File: config.mk
export PLATFORM = sky130hd
export DESIGN_NAME = vga_scanout
export DESIGN_NICKNAME = d
export VERILOG_FILES = /design/src/rtl/vga_pkg.sv /design/src/rtl/vga_timing.sv /design/src/rtl/vga_scanout.sv
export SDC_FILE = /design/constraint.sdc
export NUM_CORES = 1
export LEC_CHECK = 0
export ABC_AREA = 1
export BUFFER_PORTS_ARGS = -buffer_cell sky130_fd_sc_hd__buf_2
export CORE_MARGIN = 3
export CORE_UTILIZATION = 50
export CTS_CLUSTER_DIAMETER = 120
export CTS_CLUSTER_SIZE = 16
export DETAILED_ROUTE_END_ITERATION = 8
export PLACE_DENSITY = 0.7
export REMOVE_ABC_BUFFERS = 1
export SYNTH_ARGS = -nofsm -noshare
export SYNTH_HDL_FRONTEND = slang
export SYNTH_SLANG_ARGS = --single-unit
File: constraint.sdc
create_clock -name clk -period 5.5 [get_ports clk]
set_input_delay 0.825 -clock clk [delete_from_list [all_inputs] [get_ports clk]]
set_output_delay 0.825 -clock clk [all_outputs]
set_load 0.02 [all_outputs]
File: src/rtl/vga_pkg.sv
// Shared constants and types for the VGA scanout block: register map,
// pixel modes, STATUS bit positions and default 640x480 timing.
package vga_pkg;

  localparam int unsigned CNT_W = 12;

  localparam logic [1:0] REG_CTRL    = 2'd0;
  localparam logic [1:0] REG_BASE    = 2'd1;
  localparam logic [1:0] REG_STATUS  = 2'd2;
  localparam logic [1:0] REG_PALETTE = 2'd3;

  localparam int unsigned CTRL_EN     = 0;
  localparam int unsigned CTRL_MODE   = 1;
  localparam int unsigned STAT_VBLANK = 0;
  localparam int unsigned STAT_VSYNC  = 1;

  typedef enum logic {
    MODE_RGB222 = 1'b0,
    MODE_PAL4   = 1'b1
  } vga_mode_e;

  localparam int unsigned DEF_H_ACTIVE = 640;
  localparam int unsigned DEF_H_FP     = 16;
  localparam int unsigned DEF_H_SYNC   = 96;
  localparam int unsigned DEF_H_BP     = 48;
  localparam int unsigned DEF_V_ACTIVE = 480;
  localparam int unsigned DEF_V_FP     = 10;
  localparam int unsigned DEF_V_SYNC   = 2;
  localparam int unsigned DEF_V_BP     = 33;

endpackage

File: src/rtl/vga_timing.sv
// Horizontal/vertical position counters advancing on the pixel enable,
// with raw sync, display-area, vblank and frame/vsync start pulses.
module vga_timing
  import vga_pkg::*;
#(
  parameter int unsigned H_ACTIVE = DEF_H_ACTIVE,
  parameter int unsigned H_FP     = DEF_H_FP,
  parameter int unsigned H_SYNC   = DEF_H_SYNC,
  parameter int unsigned H_BP     = DEF_H_BP,
  parameter int unsigned V_ACTIVE = DEF_V_ACTIVE,
  parameter int unsigned V_FP     = DEF_V_FP,
  parameter int unsigned V_SYNC   = DEF_V_SYNC,
  parameter int unsigned V_BP     = DEF_V_BP
)(
  input  logic             clk,
  input  logic             reset_n,
  input  logic             pix_ce,
  output logic [CNT_W-1:0] hc,
  output logic [CNT_W-1:0] vc,
  output logic             hs,
  output logic             vs,
  output logic             da,
  output logic             vblank,
  output logic             frame_start,
  output logic             vsync_start
);

  localparam logic [CNT_W-1:0] H_ACT  = CNT_W'(H_ACTIVE);
  localparam logic [CNT_W-1:0] HS_BEG = CNT_W'(H_ACTIVE + H_FP);
  localparam logic [CNT_W-1:0] HS_END = CNT_W'(H_ACTIVE + H_FP + H_SYNC);
  localparam logic [CNT_W-1:0] H_LAST = CNT_W'(H_ACTIVE + H_FP + H_SYNC + H_BP - 1);
  localparam logic [CNT_W-1:0] V_ACT  = CNT_W'(V_ACTIVE);
  localparam logic [CNT_W-1:0] VS_BEG = CNT_W'(V_ACTIVE + V_FP);
  localparam logic [CNT_W-1:0] VS_END = CNT_W'(V_ACTIVE + V_FP + V_SYNC);
  localparam logic [CNT_W-1:0] V_LAST = CNT_W'(V_ACTIVE + V_FP + V_SYNC + V_BP - 1);

  always_ff @(posedge clk or negedge reset_n) begin
    if (!reset_n) begin
      hc <= '0;
      vc <= '0;
    end else if (pix_ce) begin
      if (hc == H_LAST) begin
        hc <= '0;
        vc <= (vc == V_LAST) ? '0 : vc + 1'b1;
      end else begin
        hc <= hc + 1'b1;
      end
    end
  end

  assign hs          = !((hc >= HS_BEG) && (hc < HS_END));
  assign vs          = !((vc >= VS_BEG) && (vc < VS_END));
  assign da          = (hc < H_ACT) && (vc < V_ACT);
  assign vblank      = (vc >= V_ACT);
  assign frame_start = pix_ce && (hc == '0) && (vc == '0);
  assign vsync_start = pix_ce && (hc == '0) && (vc == VS_BEG);

endmodule

File: src/rtl/vga_scanout.sv
// VGA scanout: timing, CPU register file, two-stage framebuffer fetch
// pipeline with RGB222 / 4bpp palette decode onto the DAC pins.
module vga_scanout
  import vga_pkg::*;
#(
  parameter int unsigned H_ACTIVE   = DEF_H_ACTIVE,
  parameter int unsigned H_FP       = DEF_H_FP,
  parameter int unsigned H_SYNC     = DEF_H_SYNC,
  parameter int unsigned H_BP       = DEF_H_BP,
  parameter int unsigned V_ACTIVE   = DEF_V_ACTIVE,
  parameter int unsigned V_FP       = DEF_V_FP,
  parameter int unsigned V_SYNC     = DEF_V_SYNC,
  parameter int unsigned V_BP       = DEF_V_BP,
  parameter int unsigned SCALE_LOG2 = 3,
  parameter int unsigned VGA_BITS   = 4
)(
  input  logic                clk,
  input  logic                reset_n,
  input  logic                pix_ce,
  input  logic                reg_we,
  input  logic [1:0]          reg_addr,
  input  logic [31:0]         reg_wdata,
  output logic [31:0]         reg_rdata,
  output logic [31:0]         fb_addr,
  input  logic [31:0]         fb_data,
  output logic [VGA_BITS-1:0] vga_r,
  output logic [VGA_BITS-1:0] vga_g,
  output logic [VGA_BITS-1:0] vga_b,
  output logic                vga_hs,
  output logic                vga_vs,
  output logic                vga_da,
  output logic                vblank_irq
);

  localparam logic [31:0] FB_W = 32'(H_ACTIVE >> SCALE_LOG2);

  logic [CNT_W-1:0] hc, vc;
  logic             t_hs, t_vs, t_da, vblank, frame_start, vsync_start;

  vga_timing #(
    .H_ACTIVE(H_ACTIVE), .H_FP(H_FP), .H_SYNC(H_SYNC), .H_BP(H_BP),
    .V_ACTIVE(V_ACTIVE), .V_FP(V_FP), .V_SYNC(V_SYNC), .V_BP(V_BP)
  ) u_timing (
    .clk(clk), .reset_n(reset_n), .pix_ce(pix_ce),
    .hc(hc), .vc(vc), .hs(t_hs), .vs(t_vs), .da(t_da), .vblank(vblank),
    .frame_start(frame_start), .vsync_start(vsync_start)
  );

  logic        ctrl_en, en_live;
  vga_mode_e   ctrl_mode, mode_live;
  logic [29:0] base_w, base_live;
  logic [5:0]  palette [16];
  logic        vsync_flag;
  logic [15:0] frame_count;

  always_ff @(posedge clk or negedge reset_n) begin
    if (!reset_n) begin
      ctrl_en     <= 1'b0;
      ctrl_mode   <= MODE_RGB222;
      base_w      <= '0;
      vsync_flag  <= 1'b0;
      frame_count <= '0;
      for (int unsigned i = 0; i < 16; i++) palette[i] <= '0;
    end else begin
      if (reg_we) begin
        case (reg_addr)
          REG_CTRL: begin
            ctrl_en   <= reg_wdata[CTRL_EN];
            ctrl_mode <= vga_mode_e'(reg_wdata[CTRL_MODE]);
          end
          REG_BASE:    base_w <= reg_wdata[31:2];
          REG_PALETTE: palette[reg_wdata[19:16]] <= reg_wdata[5:0];
          default: ;
        endcase
      end
      if (vsync_start) begin
        vsync_flag  <= 1'b1;
        frame_count <= frame_count + 1'b1;
      end else if (reg_we && (reg_addr == REG_STATUS) && reg_wdata[STAT_VSYNC]) begin
        vsync_flag <= 1'b0;
      end
    end
  end

  always_ff @(posedge clk or negedge reset_n) begin
    if (!reset_n) begin
      en_live   <= 1'b0;
      mode_live <= MODE_RGB222;
      base_live <= '0;
    end else if (frame_start) begin
      en_live   <= ctrl_en;
      mode_live <= ctrl_mode;
      base_live <= base_w;
    end
  end

  // The fetch for (0,0) shares its edge with the live-copy load, so it
  // must see the CPU-written values directly.
  logic        en_eff;
  vga_mode_e   mode_eff;
  logic [29:0] base_eff;
  logic [31:0] pix_idx, byte_off;

  assign en_eff   = frame_start ? ctrl_en   : en_live;
  assign mode_eff = frame_start ? ctrl_mode : mode_live;
  assign base_eff = frame_start ? base_w    : base_live;
  assign pix_idx  = 32'(vc >> SCALE_LOG2) * FB_W + 32'(hc >> SCALE_LOG2);
  assign byte_off = (mode_eff == MODE_PAL4) ? (pix_idx >> 1) : pix_idx;

  logic [2:0] s1_sel;
  vga_mode_e  s1_mode;
  logic       s1_en, s1_hs, s1_vs, s1_da;

  always_ff @(posedge clk or negedge reset_n) begin
    if (!reset_n) begin
      fb_addr <= '0;
      s1_sel  <= '0;
      s1_mode <= MODE_RGB222;
      s1_en   <= 1'b0;
      s1_hs   <= 1'b1;
      s1_vs   <= 1'b1;
      s1_da   <= 1'b0;
    end else if (pix_ce) begin
      fb_addr <= {base_eff, 2'b00} + byte_off;
      s1_sel  <= pix_idx[2:0];
      s1_mode <= mode_eff;
      s1_en   <= en_eff;
      s1_hs   <= t_hs;
      s1_vs   <= t_vs;
      s1_da   <= t_da;
    end
  end

  logic [1:0] lane;
  logic [7:0] pix_byte;
  logic [3:0] nib;
  logic [5:0] colour;

  always_comb begin
    lane     = (s1_mode == MODE_PAL4) ? s1_sel[2:1] : s1_sel[1:0];
    pix_byte = fb_data[{lane, 3'b000} +: 8];
    nib      = s1_sel[0] ? pix_byte[7:4] : pix_byte[3:0];
    colour   = (s1_mode == MODE_PAL4) ? palette[nib] : pix_byte[5:0];
    if (!(s1_en && s1_da)) colour = '0;
  end

  function automatic logic [VGA_BITS-1:0] dac(input logic [1:0] f);
    logic [VGA_BITS-1:0] d;
    d = '0;
    d[VGA_BITS-1 -: 2] = f;
    return d;
  endfunction

  always_ff @(posedge clk or negedge reset_n) begin
    if (!reset_n) begin
      vga_r  <= '0;
      vga_g  <= '0;
      vga_b  <= '0;
      vga_hs <= 1'b1;
      vga_vs <= 1'b1;
      vga_da <= 1'b0;
    end else if (pix_ce) begin
      vga_r  <= dac(colour[5:4]);
      vga_g  <= dac(colour[3:2]);
      vga_b  <= dac(colour[1:0]);
      vga_hs <= s1_hs;
      vga_vs <= s1_vs;
      vga_da <= s1_da;
    end
  end

  always_comb begin
    reg_rdata = '0;
    case (reg_addr)
      REG_CTRL: begin
        reg_rdata[CTRL_EN]   = ctrl_en;
        reg_rdata[CTRL_MODE] = ctrl_mode;
      end
      REG_BASE: reg_rdata = {base_w, 2'b00};
      REG_STATUS: begin
        reg_rdata[31:16]       = frame_count;
        reg_rdata[STAT_VSYNC]  = vsync_flag;
        reg_rdata[STAT_VBLANK] = vblank;
      end
      default: reg_rdata = '0;
    endcase
  end

  assign vblank_irq = vsync_flag;

endmodule
==> results of run 1 <==
## cells in the mapped netlist, types with 14 or more instances
cell type,instances,area [um2]
xor2_1,35,307
buf_2,17,85.1
inv_1,152,571
ha_1,45,563
nand4_1,14,87.6
clkbuf_1,41,154
nand2_1,585,2200
nand3_1,181,906
xnor2_1,16,140
o21ai_0,172,861
mux2_2,22,248
nor2_1,50,188
a21oi_1,53,265
dfrtp_1,246,6160
nor3_1,21,105
## worst max-delay path, stage by stage, from the launching register on
cell	delay, ns
dfrtp_1	0.48
ha_1	0.34
ha_1	0.23
fa_1	0.44
ha_1	0.34
a21oi_1	0.11
nor3b_1	0.29
nand2_1	0.11
nor2_1	0.10
nand2_1	0.09
o21bai_1	0.18
inv_1	0.06
nor2_1	0.16
ha_1	0.24
nand2_1	0.09
nor2_1	0.12
nand4_1	0.08
o21ai_0	0.38
nand3_1	0.16
nand2_2	0.18
nand2_1	0.14
nor2_1	0.12
nand2_1	0.05
nand3_1	0.07
nand2_1	0.06
## final cells by class
type | count | area, um2 | share of cell area (%)
Timing Repair Buffer | 158 | 838 | 5.52
Clock buffer | 24 | 494 | 3.26
Tap cell | 341 | 427 | 2.81
Inverter | 157 | 589 | 3.88
Clock inverter | 2 | 17.5 | 0.115
Multi-Input combinational cell | 1283 | 6550 | 43.2
Sequential cell | 250 | 6260 | 41.2
## registers in the layout, summed over array words and instances, names as in the netlist, 2 cells and up
signal and cells:
palette 96, base_live 30, s1_sel 3, base_w 30
vga_b 2, vga_r 2, fb_addr 32, vga_g 2
u_timing.hc 12, frame_count 16, u_timing.vc 12
## how the worst max path moves through the flow
stage / start / endpoint / cells after the start
after global routing: u_timing.vc[4]$_DFFE_PN0P_ / fb_addr[31]$_DFFE_PN0P_ / 24
after detailed placement: u_timing.vc[4]$_DFFE_PN0P_ / fb_addr[30]$_DFFE_PN0P_ / 23
after CTS: u_timing.vc[4]$_DFFE_PN0P_ / fb_addr[30]$_DFFE_PN0P_ / 23
after floorplan: u_timing.vc[4]$_DFFE_PN0P_ / fb_addr[31]$_DFFE_PN0P_ / 24
final: u_timing.vc[4]$_DFFE_PN0P_ / fb_addr[30]$_DFFE_PN0P_ / 24
after global placement: u_timing.vc[4]$_DFFE_PN0P_ / fb_addr[30]$_DFFE_PN0P_ / 23
## logic make-up (layout without fill, tap and decap cells)
| kind of cell | after synthesis | after routing | synth area share, % |
|---|---|---|---|
| other | 1 | 7 | 0.0272 |
| XOR/XNOR | 51 | 51 | 3.24 |
| AO/OA/AOI/OAI | 256 | 256 | 9.85 |
| AND/OR/NAND/NOR | 899 | 899 | 27.9 |
| adder cells (fa/ha/maj) | 48 | 48 | 4.52 |
| multiplexers | 22 | 22 | 1.80 |
| buffers and inverters | 236 | 341 | 7.21 |
| flip-flops | 250 | 250 | 45.4 |
## power groups by stage
stage               combinational, uW  sequential [uW]  clock [uW]
floorplan                         894             2170           0
global placement                 1380             2170           0
detailed placement               1400             2180           0
CTS                              1400             2150        1310
global route                     1570             2170        1370
finish                           1420             2150        1280
## per-layer routing
| layer | vias to the layer above | routed length [um] | track usage, % |
|---|---|---|---|
| met3 | 48 | 1810 | 2.47 |
| met2 | 359 | 16600 | 39.4 |
| li1 | 5902 | - | - |
| met1 | 5714 | 17600 | 36.4 |
| met5 | - | 0 | 0 |
| met4 | 0 | 774 | 5.69 |
## stage by stage
stage | hold slack, ns | power (uW) | setup slack (ns) | cells
after floorplan | 0.446 | 3060 | 1.38 | 1690
after global placement | 0.449 | 3550 | 0.915 | 2189
after detailed placement | 0.464 | 3580 | 0.772 | 2189
after CTS | 0.453 | 4860 | 0.756 | 2215
after global routing | 0.456 | 5120 | 0.312 | 2215
final | 0.378 | 4850 | 0.789 | 2215
==> results.cfg, run 1 <==
[run_status]
status = finished, final reports clean

[drt]
firstDrtPassIters = 5
post-route-drc-count = 0
via_per_inst = 5.43
antenna_left = 0
num_vias = 12000
drt-initial-drc-count = 1046
wire_per_inst_um = 16.6
wirelength_um = 36800

[grt]
grt_pass1_wl_um = 58900
grt_max_degree = 133
gr-usage-all-layers_pct = 24.6
antenna_found_initial = 0
grt_pass1_vias = 11500
grt_overflow = 0

[placement]
dp_hpwl_um = 26200
gp_congestion = 0.866
port-buffer-count = 143
post_dp_cell_area_um2 = 14700

[timing]
slew_headroom_pct = 30.6
finalCriticalPeriod_ns = 4.71
slew_violations = 0
setup_viol = 0
fin_skew_ns = 0.0280
fin_crit_sh_pct = 85.7
worst_pin_slew_ns = 1.04
hold_viol_final = 0
setup_tns_ns = 0
fmax_mhz = 212
rsz0062_at_grt = false

[clock_tree]
postCtsSetupRepairBufs = 0
cts_root_buf = clkbuf_16
clkLatencyLatePin_ns = 0.51
cts_resized = 0
cts_buffer_depth = 3
clk_pin_slew_ns = 0.07
numCtsBuffers = 19
clock_sinks = 250
h-tree-depth = 1
postCtsHoldBufs = 0
cts_tree = yes

[cells_and_area]
nets = 1987
synthToLayoutAreaGrowth_pct = 10.1
final_cell_mix = nand2_1, dfrtp_1, nand3_1, o21ai_0, inv_1
fin_area_um2 = 15200
layout_commonest_cell = nand2_1
nFillCells = 2558
n_antenna_cell = 0
final_util_pct = 56.2
drive_gt1_share_pct = 13.2

[yosys]
synth_enable_flop_cells = 0
synth_ff_type = dfrtp_1
syn-cell-area_um2 = 13800
synthArstFlopShare_pct = 100
syn_inst = 1763
ys_seq_area_share_pct = 45.4
synth_cell_types = 52
ys_seq_elements = 250
yosysWarnings = 0
synth.avg_cell_area_um2 = 7.82

[worst_setup_path]
r2r_end = fb_addr[30]$_DFFE_PN0P_
startpoint_type = register
cp_max_fo = 8
required_ns = 5.90
reg2reg_from = u_timing.vc[4]$_DFFE_PN0P_
r2r_cells = 24
cp-end-kind = register
regToRegSetupSlack_ns = 0.79
critical_path_arrival_ns = 5.11
critical_path_class = reg -> reg

[power_and_ir_drop]
ir_drop_uv = 175
pwr-share-seq_pct = 44.3
comb_power_share_pct = 29.3
power.density_nw_per_um2 = 319
internal_power_uw = 3080
p_switching_uw = 1760
netSwitchingFraction_pct = 36.4
pwr-share-clk_pct = 26.4
leakage_uw = 0.00781

[run]
drv_cap = 0

[floorplanning]
die_area_um2 = 29600
fp.dieH_um = 172
die_width_um = 172
rows = 60
ios = 150
coreArea_um2 = 27000
initial_core_util_pct = 51.0

[min_path]
holdCritPathClass = in -> async
No activity file was read; power rests on OpenSTA's default activity.
==> inputs of run 2 (changes only) <==
--- a/config.mk
+++ b/config.mk
@@ -6,5 +6,5 @@
 export NUM_CORES = 1
 export LEC_CHECK = 0
-export ABC_AREA = 1
+export ABC_AREA = 0
 export BUFFER_PORTS_ARGS = -buffer_cell sky130_fd_sc_hd__buf_2
 export CORE_MARGIN = 3
==> constraint.sdc (replaced) <==
create_clock -name clk -period 5.55 [get_ports clk]
set_input_delay 0.2775 -clock clk [delete_from_list [all_inputs] [get_ports clk]]
set_output_delay 0.2775 -clock clk [all_outputs]
set_load 0.02 [all_outputs]
==> run 2 against run 1 <==
Against the previous run:
- largest cell class unchanged
- via count shrank 21%
- fmax fell by 9.0%
- clock power about the same
- first-iteration DRC count decreased by 57%
- combinational power down 18%
- sequential power rose by 2%
- worst setup slack got worse by 0.41 ns
- sequential cell count did not move
- clock-buffer cell count up 8
==> results.cfg, run 2 <==
[run_status]
status = finished, final reports clean

[floorplanning]
initial_core_util_pct = 51.6
fp.dieH_um = 171
coreArea_um2 = 26400
die_width_um = 171
rows = 59
ios = 150
die_area_um2 = 29300

[yosys]
ys_seq_elements = 250
syn_inst = 1196
synth_ff_type = dfrtp_1
synth_area_leader_cell = dfrtp_1
synth_common_cells = dfrtp_1, mux2_2, mux2i_1
syn-cell-area_um2 = 13600
synth_top_cell_area_share_pct = 45.2
yosysMostFrequentCell = dfrtp_1
yosysWarnings = 0
synth_cell_types = 65
ys_seq_area_share_pct = 45.9
synthTopCellsByArea = dfrtp_1, mux2_2, mux2i_1
synthArstFlopShare_pct = 100
synth.avg_cell_area_um2 = 11.4
synth_enable_flop_cells = 0

[power_and_ir_drop]
leakage_uw = 0.00757
ir_drop_uv = 225
power.density_nw_per_um2 = 302

[grt]
grt_pass1_vias = 9392
grt_max_degree = 158
antenna_found_initial = 0
gr-usage-all-layers_pct = 21.0
grt_overflow = 0
grt_pass1_wl_um = 49900

[clock_tree]
cts_tree = yes
clock_sinks = 250
clkLatencyLatePin_ns = 0.51
postCtsSetupRepairBufs = 0
cts_root_buf = clkbuf_16
clk_pin_slew_ns = 0.07
numCtsBuffers = 19
h-tree-depth = 1
cts_buffer_depth = 3

[cells_and_area]
final_cell_mix = dfrtp_1, mux2_2, buf_2, mux2i_1, nor2_1
multi_input_comb_area_um2 = 6980
nets = 1459
layout_commonest_cell = dfrtp_1
final_util_pct = 58.2
reg.largest.list = palette: 96 flops, fb_addr: 32 flops
n_antenna_cell = 0
drive_gt1_share_pct = 29.0
nFillCells = 2255
synthToLayoutAreaGrowth_pct = 13.0
regMostFlops = palette
regArea_um2 = 6260
largest_register_ffs = 96
fin_area_um2 = 15400

[worst_setup_path]
critical_path_class = reg -> reg
critical_path_arrival_ns = 5.57
crit_chain = ha_1 -> ha_1 -> fa_1 -> ha_1 -> nand2_1 -> o21ai_1 -> nand2_1 -> or2_2 -> nor3_1 -> xnor2_1 -> o21ai_0 -> ha_1 -> a211o_1 -> a311oi_2 -> o31ai_1 -> a21oi_1 -> buf_4 -> nor3_1 -> xnor2_1 -> mux2_2
cp_max_fo = 9
critPathBufInv = 1
cpMostUsedCell = ha_1
max_stage_delay_ns = 0.48
required_ns = 5.94
cp-end-kind = register
crit_family = adder cells
startpoint_type = register
slowest_stage = dfrtp_2
regToRegSetupSlack_ns = 0.38

[timing]
slew_violations = 0
setup_viol = 0
worst_pin_slew_ns = 1.28
fin_crit_sh_pct = 93.2
finalCriticalPeriod_ns = 5.17
fin_skew_ns = 0.0246
hold_viol_final = 0
slew_headroom_pct = 14.4
fmax_mhz = 193
rsz0062_at_grt = false

[placement]
port-buffer-count = 143
post_dp_cell_area_um2 = 14600
gp_congestion = 0.846
dp_hpwl_um = 22300

[run]
drv_cap = 0

[drt]
via_per_inst = 5.63
wire_per_inst_um = 18.4
wirelength_um = 31100
antenna_left = 0
num_vias = 9515
firstDrtPassIters = 5
post-route-drc-count = 0
drt-initial-drc-count = 449

[min_path]
holdCritPathClass = in -> reg
[run 2: per-stage QoR]
| step | instances | power, uW | worst slack (ns) | hold WS [ns] | TNS [ns] |
|---|---|---|---|---|---|
| after detailed placement | 1632 | 3390 | 0.159 | 0.348 | 0 |
| final | 1689 | 4650 | 0.376 | 0.0955 | 0 |
| after floorplan | 1141 | 3010 | -0.535 | -0.0181 | -4.62 |
| after CTS | 1689 | 4700 | 0.141 | 0.0666 | 0 |
| after global placement | 1632 | 3360 | 0.426 | 0.353 | 0 |
| after global routing | 1689 | 4890 | 0.0343 | 0.0738 | 0 |
[run 2: what timing repair did]
action / 4_1_cts / 5_1_grt
resized for setup: 0 / 3
endpoints found under the hold margin: 111 / 0
hold buffers: 23 / 0
setup endpoints to repair: 0 / 7
[run 2: final timing paths]
| check | cells past startpoint | end | startpoint |
|---|---|---|---|
| max | 20 | fb_addr[30]$_DFFE_PN0P_ | u_timing.vc[4]$_DFFE_PN0P_ |
| min reg2reg | 1 | frame_count[15]$_DFFE_PN0P_ | frame_count[15]$_DFFE_PN0P_ |
| max reg2reg | 20 | fb_addr[30]$_DFFE_PN0P_ | u_timing.vc[4]$_DFFE_PN0P_ |
| min in group asynchronous | 2 | fb_addr[5]$_DFFE_PN0P_ | reset_n |
| min | 2 | base_w[16]$_DFFE_PN0P_ | reg_wdata[18] |
| max in group asynchronous | 3 | palette[94]$_DFFE_PN0P_ | reset_n |
[run 2: area by class of cell]
class | count | area share [%]
inverter | 33 | 0.805
clock buffer | 32 | 3.41
tap | 335 | 2.72
clock inverter | 2 | 0.114
sequential | 250 | 40.7
multi-input combinational | 858 | 45.3
timing repair buffer | 179 | 6.93
[run 2: cell families (layout without fill, tap and decap cells)]
kind of cell | after synthesis | in the layout | share of synthesized area (%)
AOI/OAI and AO/OA | 140 | 140 | 6.78
xor gates and xnor gates | 75 | 75 | 4.82
adders and majority gates | 48 | 48 | 4.57
buffers and inverters | 94 | 246 | 3.04
DFF | 250 | 250 | 45.9
muxes | 298 | 298 | 23.9
other | 1 | 7 | 0.0275
and+or+nand+nor | 290 | 290 | 10.9
[run 2: power by group]
group / leakage [uW] / switching [uW] / internal (uW)
Combinational: 0.00402 / 593 / 575
Sequential: 0.00329 / 193 / 1990
Clock: 0.000258 / 646 / 650
[run 2: routing by layer]
metal	track usage (%)	part of all wire [%]	vias to the layer above
met4	3.74	1.1	0
met5	0	0	-
li1	-	-	4545
met2	34.9	48	177
met3	2.54	3.7	23
met1	30.2	47	4770
==> inputs of run 3 (changes only) <==
- BUFFER_PORTS_ARGS: -buffer_cell sky130_fd_sc_hd__buf_2 -> -buffer_cell sky130_fd_sc_hd__buf_4
- MAX_ROUTING_LAYER: not set -> met4
==> run 3 against run 2 <==
Against the previous run:
- clock skew is 0.0046 ns lower
- power is 0.24% lower
- fmax is 1.5% higher
- register-to-register slack better by 0.08 ns
- first-iteration DRC count is 27% higher
- final cell count is 0.53% lower
- hold slack worse by 0.073 ns
- utilization is 1.2 points higher
- critical path type unchanged
- largest cell class unchanged
==> results.cfg, run 3 (same netlist as run 2, synthesis figures left out) <==
[drt]
antenna_left = 0
wirelength_um = 31500
wire_per_inst_um = 18.7
firstDrtPassIters = 5
drt-initial-drc-count = 572
post-route-drc-count = 0
num_vias = 9557
via_per_inst = 5.69

[worst_setup_path]
crit_family = compound AO/OA/AOI/OAI gates
required_ns = 5.94
max_stage_delay_ns = 0.49
critPathBufInv = 1
cp-end-kind = register
critical_path_class = reg -> reg
startpoint_type = register
critical_path_arrival_ns = 5.48
slowest_stage = dfrtp_1
crit_chain = ha_1 -> ha_1 -> fa_1 -> a21o_1 -> a21oi_1 -> xnor2_1 -> nor4b_2 -> nand3_1 -> xnor2_1 -> nand2_1 -> o21ai_0 -> ha_1 -> a211o_1 -> a311oi_1 -> o31ai_1 -> a21oi_1 -> buf_4 -> nor3_1 -> xnor2_1 -> mux2_2
cp_max_fo = 9

[grt]
grt_overflow = 0
gr-usage-all-layers_pct = 22.0
grt_pass1_vias = 9486
antenna_found_initial = 1
grt_pass1_wl_um = 50600
grt_max_degree = 129

[timing]
hold_viol_final = 0
fmax_mhz = 196
slew_violations = 0
setup_ws_ns = 0.454
finalCriticalPeriod_ns = 5.10
rsz0062_at_grt = false
fin_skew_ns = 0.0200
setup_tns_ns = 0
slew_headroom_pct = 17.9
setup_viol = 0
fin_crit_sh_pct = 91.8
worst_pin_slew_ns = 1.23

[power_and_ir_drop]
pwr-share-clk_pct = 27.0
netSwitchingFraction_pct = 30.7
ir_drop_uv = 238
power_uw = 4640
comb_power_share_pct = 25.8
pwr-share-seq_pct = 47.2
power.density_nw_per_um2 = 295
internal_power_uw = 3210
leakage_uw = 0.00763
p_switching_uw = 1420

[floorplanning]
die_area_um2 = 29300
ios = 150
coreArea_um2 = 26400
initial_core_util_pct = 51.6
rows = 59
die_width_um = 171
fp.dieH_um = 171

[placement]
port-buffer-count = 143
dp_hpwl_um = 22500
pre_cts_ws_ns = 0.340
gp_congestion = 0.867
post_dp_cell_area_um2 = 15000

[min_path]
holdCritPathClass = in -> reg

[cells_and_area]
multi_input_comb_area_um2 = 6990
largest_register_ffs = 96
layout_commonest_cell = dfrtp_1
n_antenna_cell = 0
final_cell_mix = dfrtp_1, mux2_2, buf_4, mux2i_1, nor2_1
final_util_pct = 59.5
drive_gt1_share_pct = 29.3
regMostFlops = palette
nets = 1458
reg.largest.list = palette: 96 flops, fb_addr: 32 flops
nFillCells = 2225
fin_area_um2 = 15700
regArea_um2 = 6260
synthToLayoutAreaGrowth_pct = 15.3

[clock_tree]
h-tree-depth = 1
cts_root_buf = clkbuf_16
clk_pin_slew_ns = 0.07
numCtsBuffers = 19
cts_buffer_depth = 3
clkLatencyLatePin_ns = 0.50
cts_tree = yes
postCtsSetupRepairBufs = 0
clock_sinks = 250

[run]
drv_cap = 0

[run_status]
status = finished, final reports clean
[run 3: path summary, 6_finish.rpt]
check | from | end | slack, ns | cells past startpoint
worst min-delay path | reg_wdata[9] | base_w[7]$_DFFE_PN0P_ | 0.02 | 2
min in group asynchronous | reset_n | fb_addr[6]$_DFFE_PN0P_ | 0.43 | 2
worst max-delay path | u_timing.vc[4]$_DFFE_PN0P_ | fb_addr[30]$_DFFE_PN0P_ | 0.45 | 20
worst max register to register | u_timing.vc[4]$_DFFE_PN0P_ | fb_addr[30]$_DFFE_PN0P_ | 0.45 | 20
max in group asynchronous | reset_n | palette[24]$_DFFE_PN0P_ | 3.95 | 3
worst min register to register | frame_count[15]$_DFFE_PN0P_ | frame_count[15]$_DFFE_PN0P_ | 0.48 | 1
[run 3: layout make-up]
| class | count | area share [%] |
|---|---|---|
| Timing Repair Buffer | 178 | 8.98 |
| Tap cell | 335 | 2.67 |
| Multi-Input combinational cell | 858 | 44.5 |
| Sequential cell | 250 | 39.8 |
| Clock inverter | 2 | 0.111 |
| Inverter | 33 | 0.788 |
| Clock buffer | 24 | 3.14 |
[run 3: timing repair]
action | in CTS | in global routing
endpoints found under the setup margin | 0 | 10
hold buffers | 22 | 0
hold endpoints to repair | 143 | 0
resized for setup | 0 | 4
[run 3: worst reg2reg max path, stage by stage, from the launching register on]
cell and delay [ns]:
dfrtp_1 0.49, ha_1 0.34, ha_1 0.22, fa_1 0.42, a21o_1 0.18, a21oi_1 0.26
xnor2_1 0.19, nor4b_2 0.40, nand3_1 0.15, xnor2_1 0.22, nand2_1 0.07, o21ai_0 0.08
ha_1 0.32, a211o_1 0.31, a311oi_1 0.34, o31ai_1 0.16, a21oi_1 0.19, buf_4 0.18
nor3_1 0.07, xnor2_1 0.14, mux2_2 0.27
[run 3: power by group through the flow]
stage	Clock [uW]	Sequential [uW]	Combinational (uW)
floorplan	0	2170	843
global route	1350	2220	1300
global placement	0	2210	1170
CTS	1290	2190	1210
finish	1250	2190	1200
detailed placement	0	2220	1190
[run 3: per-stage QoR]
stage / cells / hold WS (ns)
CTS: 1680 / 0.00441
detailed placement: 1632 / 0.436
global placement: 1632 / 0.426
floorplan: 1141 / -0.0181
global route: 1680 / 0.00889
finish: 1680 / 0.0221
[run 3: layer usage]
layer / part of all wire, % / track usage (%) / routed length, um
met1: 47 / 30.8 / 14700
met2: 48 / 35.5 / 15200
met3: 3.8 / 2.54 / 1210
met4: 1.4 / 4.02 / 442
met5: 0 / - / 0
